===== config.mk =====
export PLATFORM = sky130hd
export DESIGN_NAME = scan_ser_flat
export DESIGN_NICKNAME = d
export VERILOG_FILES = /design/src/rtl/scan_ser_if.sv /design/src/rtl/scan_ser.sv /design/src/flat_wrapper.sv
export SDC_FILE = /design/constraint.sdc
export NUM_CORES = 1
export LEC_CHECK = 0
export ABC_AREA = 0
export BUFFER_PORTS_ARGS = -buffer_cell sky130_fd_sc_hd__buf_2
export CORE_MARGIN = 1
export CORE_UTILIZATION = 48
export DETAILED_ROUTE_END_ITERATION = 16
export GPL_TIMING_DRIVEN = 0
export PLACE_DENSITY = 0.77
export SLEW_MARGIN = 30
export SYNTH_ARGS = -nofsm -noshare
export SYNTH_HDL_FRONTEND = slang
export SYNTH_SLANG_ARGS = --single-unit
export TNS_END_PERCENT = 10

===== constraint.sdc =====
create_clock -name clk -period 1.8 [get_ports clk]
set_clock_uncertainty 0.2 [all_clocks]
set_input_delay 0.09 -clock clk [delete_from_list [all_inputs] [get_ports clk]]
set_output_delay 0.09 -clock clk [all_outputs]
set_load 0.02 [all_outputs]

===== src/rtl/scan_ser_if.sv =====
// Scan serializer port bundle: frame request/control in, serialized beats out.
interface scan_ser_if #(
  parameter int unsigned WIDTH = 19,
  parameter int unsigned LANES = 1
);
  logic             en;
  logic             cont;
  logic [WIDTH-1:0] scan_data;
  logic [LANES-1:0] scan_out;
  logic             scan_valid;
  logic             scan_done;

  modport master (output en, cont, scan_data, input scan_out, scan_valid, scan_done);
  modport slave  (input en, cont, scan_data, output scan_out, scan_valid, scan_done);
endinterface


===== src/rtl/scan_ser.sv =====
// Captures a WIDTH-bit word on the rising edge of en and shifts it out LSB-first,
// LANES bits per beat. Define SCAN_PARITY_EN to append an even-parity beat.
module scan_ser #(
  parameter int unsigned WIDTH = 19,
  parameter int unsigned LANES = 1
) (
  input  logic      clk,
  input  logic      rst,
  scan_ser_if.slave bus
);

  localparam int unsigned BEATS = (WIDTH + LANES - 1) / LANES;
  localparam int unsigned CW    = $clog2(BEATS + 1);
  localparam int unsigned SW    = BEATS * LANES;
  localparam logic [CW-1:0] LAST_BEAT = CW'(BEATS - 1);

`ifdef SCAN_PARITY_EN
  typedef enum logic [1:0] {IDLE, SHIFT, PAR} state_t;
`else
  typedef enum logic [1:0] {IDLE, SHIFT} state_t;
`endif

  state_t          state_q, state_d;
  logic [SW-1:0]   shreg_q, shreg_d;
  logic [CW-1:0]   beat_q, beat_d;
  logic            last_en_q;
  logic            start;
  logic            load;
  logic            clear;
  logic [LANES-1:0] out_d;
  logic            valid_d;
  logic            done_d;
`ifdef SCAN_PARITY_EN
  logic            par_q, par_d;
`endif

  assign start = bus.en & ~last_en_q;

  // State, datapath and registered outputs
  always_ff @(posedge clk) begin
    if (rst) begin
      state_q        <= IDLE;
      shreg_q        <= '0;
      beat_q         <= '0;
      last_en_q      <= 1'b0;
      bus.scan_out   <= '0;
      bus.scan_valid <= 1'b0;
      bus.scan_done  <= 1'b0;
`ifdef SCAN_PARITY_EN
      par_q          <= 1'b0;
`endif
    end else begin
      state_q        <= state_d;
      shreg_q        <= shreg_d;
      beat_q         <= beat_d;
      last_en_q      <= bus.en;
      bus.scan_out   <= out_d;
      bus.scan_valid <= valid_d;
      bus.scan_done  <= done_d;
`ifdef SCAN_PARITY_EN
      par_q          <= par_d;
`endif
    end
  end

  // Next state; outputs are decoded from the next state so they register in step
  always_comb begin
    state_d = state_q;
    shreg_d = shreg_q;
    beat_d  = beat_q;
    load    = 1'b0;
    clear   = 1'b0;
    out_d   = '0;
    valid_d = 1'b0;
    done_d  = 1'b0;
`ifdef SCAN_PARITY_EN
    par_d   = par_q;
`endif

    case (state_q)
      IDLE: begin
        if (start) load = 1'b1;
      end
      SHIFT: begin
        if (!bus.en) begin
          clear = 1'b1;
        end else if (beat_q == LAST_BEAT) begin
`ifdef SCAN_PARITY_EN
          state_d = PAR;
          shreg_d = shreg_q >> LANES;
          beat_d  = beat_q + CW'(1);
`else
          if (bus.cont) load = 1'b1;
          else          clear = 1'b1;
`endif
        end else begin
          shreg_d = shreg_q >> LANES;
          beat_d  = beat_q + CW'(1);
        end
      end
`ifdef SCAN_PARITY_EN
      PAR: begin
        if (bus.en && bus.cont) load = 1'b1;
        else                    clear = 1'b1;
      end
`endif
      default: clear = 1'b1;
    endcase

    // A reload zero-extends the word so pad bits in the last beat read as 0
    if (load) begin
      state_d = SHIFT;
      shreg_d = SW'(bus.scan_data);
      beat_d  = '0;
`ifdef SCAN_PARITY_EN
      par_d   = ^bus.scan_data;
`endif
    end else if (clear) begin
      state_d = IDLE;
      shreg_d = '0;
      beat_d  = '0;
    end

    case (state_d)
      SHIFT: begin
        out_d   = shreg_d[LANES-1:0];
        valid_d = 1'b1;
`ifndef SCAN_PARITY_EN
        done_d  = (beat_d == LAST_BEAT);
`endif
      end
`ifdef SCAN_PARITY_EN
      PAR: begin
        out_d   = LANES'(par_d);
        valid_d = 1'b1;
        done_d  = 1'b1;
      end
`endif
      default: ;
    endcase
  end

endmodule


===== src/flat_wrapper.sv =====
// flat-port wrapper written by rule: the top's interface ports become plain ports
module scan_ser_flat 
#(
  parameter int unsigned WIDTH = 19,
  parameter int unsigned LANES = 1
)
  (clk, rst, bus_en, bus_cont, bus_scan_data, bus_scan_out, bus_scan_valid, bus_scan_done);
  scan_ser_if #(.WIDTH(WIDTH), .LANES(LANES)) bus_i ();
  input  logic clk;
  input  logic rst;
  input wire logic [$bits(bus_i.en)-1:0] bus_en;
  input wire logic [$bits(bus_i.cont)-1:0] bus_cont;
  input wire logic [$bits(bus_i.scan_data)-1:0] bus_scan_data;
  output wire logic [$bits(bus_i.scan_out)-1:0] bus_scan_out;
  output wire logic [$bits(bus_i.scan_valid)-1:0] bus_scan_valid;
  output wire logic [$bits(bus_i.scan_done)-1:0] bus_scan_done;
  assign bus_i.en = bus_en;
  assign bus_i.cont = bus_cont;
  assign bus_i.scan_data = bus_scan_data;
  assign bus_scan_out = bus_i.scan_out;
  assign bus_scan_valid = bus_i.scan_valid;
  assign bus_scan_done = bus_i.scan_done;
  scan_ser #(.WIDTH(WIDTH), .LANES(LANES)) u_core (.clk(clk), .rst(rst), .bus(bus_i));
endmodule

After elaboration in Yosys (flattened, before gate mapping)
Index checks and enable logic that the tools add are counted.
{"block": "totals", "register_bits": 30, "output_inout_bits": 3}
{"block": "op_classes", "n_reduce_logical": 5, "n_mux": 22, "bitwise": 3, "n_eq_ne": 5, "add_sub_neg": 1}
{"cell": "19-bit two-way mux", "n": 5}
{"cell": "5-bit two-way mux", "n": 5}
{"cell": "5-bit equality test (second input constant)", "n": 2}
{"cell": "1-bit two-way mux", "n": 8}
{"cell": "3-bit nonzero test", "n": 2}
{"cell": "5-bit by 1-bit adder with 5-bit output (second input constant)", "n": 1}
{"cell": "2-bit by 1-bit equality test with 1-bit output (second input constant)", "n": 2}
{"cell": "2-bit two-way mux", "n": 2}
{"cell": "1-bit one-hot mux with 2 select lines", "n": 2}
{"cell": "3-bit by 1-bit inequality test with 1-bit output (second input constant)", "n": 1}
{"cell": "3-bit AND reduction", "n": 1}
{"cell": "2-bit zero test", "n": 1}
{"cell": "1-bit inverter", "n": 2}
{"cell": "2-bit OR reduction", "n": 1}
{"cell": "1-bit AND", "n": 1}

Logic depth before layout (Yosys ltp)
{"block": "depth", "depth_word": 9, "ltp_mapped": 7, "mapped_depth_nobuf": 6}

Least setup slack after synthesis
Ideal clock, no wire load.
{"block": "synth_path", "path_type": "register to register", "start": "register u_core.beat_q[0]", "end": "register u_core.bus.scan_done", "t_arrival_ns": 1.629, "path_slack_ns": -0.133, "setup_time_ns": 0.103, "synth_period_minus_slack_ns": 1.933, "stages_incl_launch_ff": 7, "path_cell_list": "dfxtp_1 inv_1 ha_1 nand4bb_4 nor3b_1 or4b_4 a2111oi_2"}
{"block": "synth_between", "elab_chain_len": 9}
{"element": "start: declaration", "line": "scan_ser.sv:25", "source": "logic [CW-1:0] beat_q, beat_d;"}
{"element": "start signal: assignment", "line": "scan_ser.sv:55", "source": "beat_q <= beat_d;"}
{"element": "parallel branches: the longest is 9 deep, another holds 5-bit by 1-bit adder with 5-bit output"}
{"element": "end signal: assignment", "line": "scan_ser.sv:59", "source": "bus.scan_done <= done_d;"}
{"element": "end: declaration", "line": "scan_ser_if.sv:14", "source": "modport slave (input en, cont, scan_data, output scan_out, scan_valid, scan_done);"}
Several ways; the timed one is not identified.
A chain may end at the register's enable or synchronous reset.

Worst setup path after layout
Same ends and word-level chain as after synthesis.

==> run_results.csv <==
group,metric,value,unit
place,dpl_cell_area,0.00156,mm²
die,rows,19,
route,vias,1370,
die,dieWidth,55.8,µm
route,wl,3260,µm
layout,area_growth,40.1,%
timing,setup_viol,1,
synthesis,synth_seq_cells,30,
setup_path,rrSetupSlack,-50,ps
die,die_height,55.8,µm
power_and_ir_drop,p_comb_frac,0.145,
layout,final_cell_mix,"nor2_1, dfxtp_1, buf_2, nand3_1, dlygate4sd3_1",
synthesis,ys_seq_area_frac,0.432,
power_and_ir_drop,internal-power,1090,µW
setup_path,r2r-start,"u_core.beat_q[0]",
cts,htree_levels,2,
die,boundaryPins,26,
place,gp_congestion,0.794,
layout,nets,242,
synthesis,synthFlopType,"dfxtp_1",
setup_path,crit_end,"u_core.bus.scan_done",
setup_path,endpoint_kind,"flop",
global_routing,track_usage,0.225,
die,dieArea,0.00312,mm²
synthesis,synth.cell_area,0.00139,mm²
die,start_util,0.505,
setup_path,ff2ff_path_depth,6,
power_and_ir_drop,worst_ir_drop_vdd,0.720,mV
synthesis,yosysWarnings,0,
global_routing,grt_pass1_wl,5510,µm
route,antenna_left,0,
synthesis,async_flop_share,0,
setup_path,reg2reg_to,"u_core.bus.scan_done",
timing,max_freq,541,MHz
power_and_ir_drop,p_total,1440,µW
route,first_pass_iters,4,
place,hpwlAfterDp,2010,µm
synthesis,ys_types,31,
setup_path,crit_path_max_fanout,4,
hold_path,hold_path.class,"in -> reg",
setup_path,crit_arrival,1860,ps
setup_path,crit_type,"reg -> reg",
route,routed-wl-met3,149,µm
global_routing,antenna_found_initial,0,
synthesis,synth_cells,163,
power_and_ir_drop,clock_power_share,0.362,
route,m1WireLength,1500,µm
route,top_layer_used,"met4",
route,viasPerCell,5.50,
route,drcViolationCount,0,
power_and_ir_drop,pwr-share-seq,0.493,
global_routing,grt_pass1_vias,1251,
timing,fin_crit,1850,ps
timing,fin_ws,-48.6,ps
layout,drive_gt1_frac,0.266,
cts,cts_sinks,30,
global_routing,grt-ovfl-total,0,
setup_path,crit_path_start,"u_core.beat_q[0]",
timing,hold_violations,0,
route,drt-initial-drc-count,47,
route,wl_met2,1580,µm
cts,cts_tree,"built",
cts,clock_latency,330,ps
setup_path,critPathLaunchType,"flop",
power_and_ir_drop,switchingPower,348,µW
status,outcome,"finished with violations",
cts,root_buffer,"clkbuf_4",
synthesis,synth_fp_nets,188,
global_routing,grt_max_degree,11,
setup_path,required,1810,ps
layout,antenna_cells,0,
cts,cts_buffers,5,
layout,fill_cells,214,
place,io_buffers,24,
power_and_ir_drop,p_leak,0.000785,µW
timing,fin_crit_sh,1.03,
timing,grt_setup_unrepaired,"yes",
timing,slew_viol_final,0,
status,violations,"setup timing",
power_and_ir_drop,p_per_area,739,mW/mm²
cts,clkSlewWorstSetupHoldPaths,100,ps
cts,ctsLongestPathBuffers,2,
synthesis,synth.avg_cell_area,8.54,µm²
route,wl_per_cell,13.1,µm
power_and_ir_drop,netSwitchingFraction,0.242,
layout,fin_area,0.00195,mm²
die,core-area,0.00276,mm²
synthesis,synth_edf_count,0,
flow_run,max-cap-violations,0,
==> what timing repair did <==
item                                    4_1_cts  5_1_grt
endpoints found under the setup margin       25       20
buffers inserted                              2        0
resized for setup                            13       18
hold buffers                                 21        0
hold endpoints to repair                     24        0
pin swaps                                     2        1
==> cells in the mapped netlist (2+ instances only) <==
master | instances | share of area
nand2_1 | 3 | 0.0081
clkbuf_1 | 8 | 0.022
o21ai_1 | 2 | 0.0072
nor3_1 | 2 | 0.0072
nand3b_1 | 3 | 0.016
xor2_1 | 2 | 0.013
ha_1 | 2 | 0.018
a211oi_1 | 18 | 0.097
dfxtp_1 | 30 | 0.43
buf_6 | 2 | 0.016
inv_1 | 5 | 0.013
nor2_1 | 27 | 0.073
nand3_1 | 21 | 0.076
a21oi_1 | 20 | 0.072
a22oi_1 | 2 | 0.011
==> cell type report <==
type                       instances  area, µm²  area share
clock buffer                       7       45.0      0.0231
inverter                           6       25.0      0.0128
buffer                            12       85.1      0.0436
multi-input combinational        115        769       0.395
timing repair buffer              47        349       0.179
tap                               31       38.8      0.0199
sequential                        30        607       0.311
clock inverter                     1       30.0      0.0154
==> worst min path at each step <==
stage          startpoint           endpoint  slack [ps]  cells after the start
2_1_floorplan      bus_en   u_core.last_en_q          40                      2
3_3_place_gp          rst  u_core.shreg_q[4]         100                      2
3_5_place_dp          rst  u_core.shreg_q[5]         100                      2
4_1_cts            bus_en  u_core.shreg_q[3]           1                      4
5_1_grt            bus_en  u_core.shreg_q[3]          40                      4
6_report           bus_en  u_core.shreg_q[3]          20                      4
==> layer usage <==
| metal | global-route usage | up-vias |
|---|---|---|
| li1 | - | 695 |
| met1 | 0.286 | 632 |
| met2 | 0.370 | 38 |
| met3 | 0.0721 | 5 |
| met4 | 0.0627 | 0 |
| met5 | 0 | - |
==> cells by family (layout without fill, tap and decap cells) <==
| kind of cell | count (synthesis) | count (layout) | share of synthesized area |
|---|---|---|---|
| AO/OA/AOI/OAI | 47 | 47 | 0.227 |
| XOR/XNOR | 3 | 3 | 0.0189 |
| adder cells (fa/ha/maj) | 2 | 2 | 0.0180 |
| buffers and inverters | 18 | 73 | 0.0629 |
| flip-flops | 30 | 30 | 0.432 |
| multiplexers | 1 | 1 | 0.00719 |
| other | 1 | 1 | 0.00270 |
| AND/OR/NAND/NOR | 61 | 61 | 0.232 |
==> critical path, stage by stage (launching register included) <==
cell and delay, ps:
dfxtp_4 380, inv_4 50, ha_4 160, nand4bb_4 120, nor3b_2 60, or4b_4 560, a2111oi_4 220
==> power by group through the flow <==
| stage | clock, µW | combinational, µW | sequential, µW |
|---|---|---|---|
| floorplan | 0 | 103 | 723 |
| global placement | 0 | 147 | 724 |
| detailed placement | 0 | 151 | 725 |
| CTS | 531 | 197 | 709 |
| global route | 562 | 230 | 714 |
| finish | 521 | 209 | 710 |
==> metrics by stage <==
step / TNS [ps] / setup WS [ps] / instances / hold WS [ps] / utilization
after floorplan: 0 / 34.0 / 163 / 41.4 / -
after global placement: -1920 / -183 / 218 / 96.4 / 0.567
after detailed placement: -2700 / -220 / 218 / 101 / 0.567
after CTS: -51.6 / -51.6 / 249 / 1.11 / 0.694
after global routing: -114 / -91.2 / 249 / 43.3 / 0.707
final: -48.6 / -48.6 / 249 / 20.0 / 0.707
==> registers in the layout, indices dropped and copies added, names as in the netlist <==
signal,cells
u_core.bus.scan_done,1
u_core.bus.scan_out,1
u_core.shreg_q,19
u_core.last_en_q,1
u_core.state_q,2
u_core.beat_q,5
u_core.bus.scan_valid,1
Note: power is estimated with default switching activity, not from simulation.
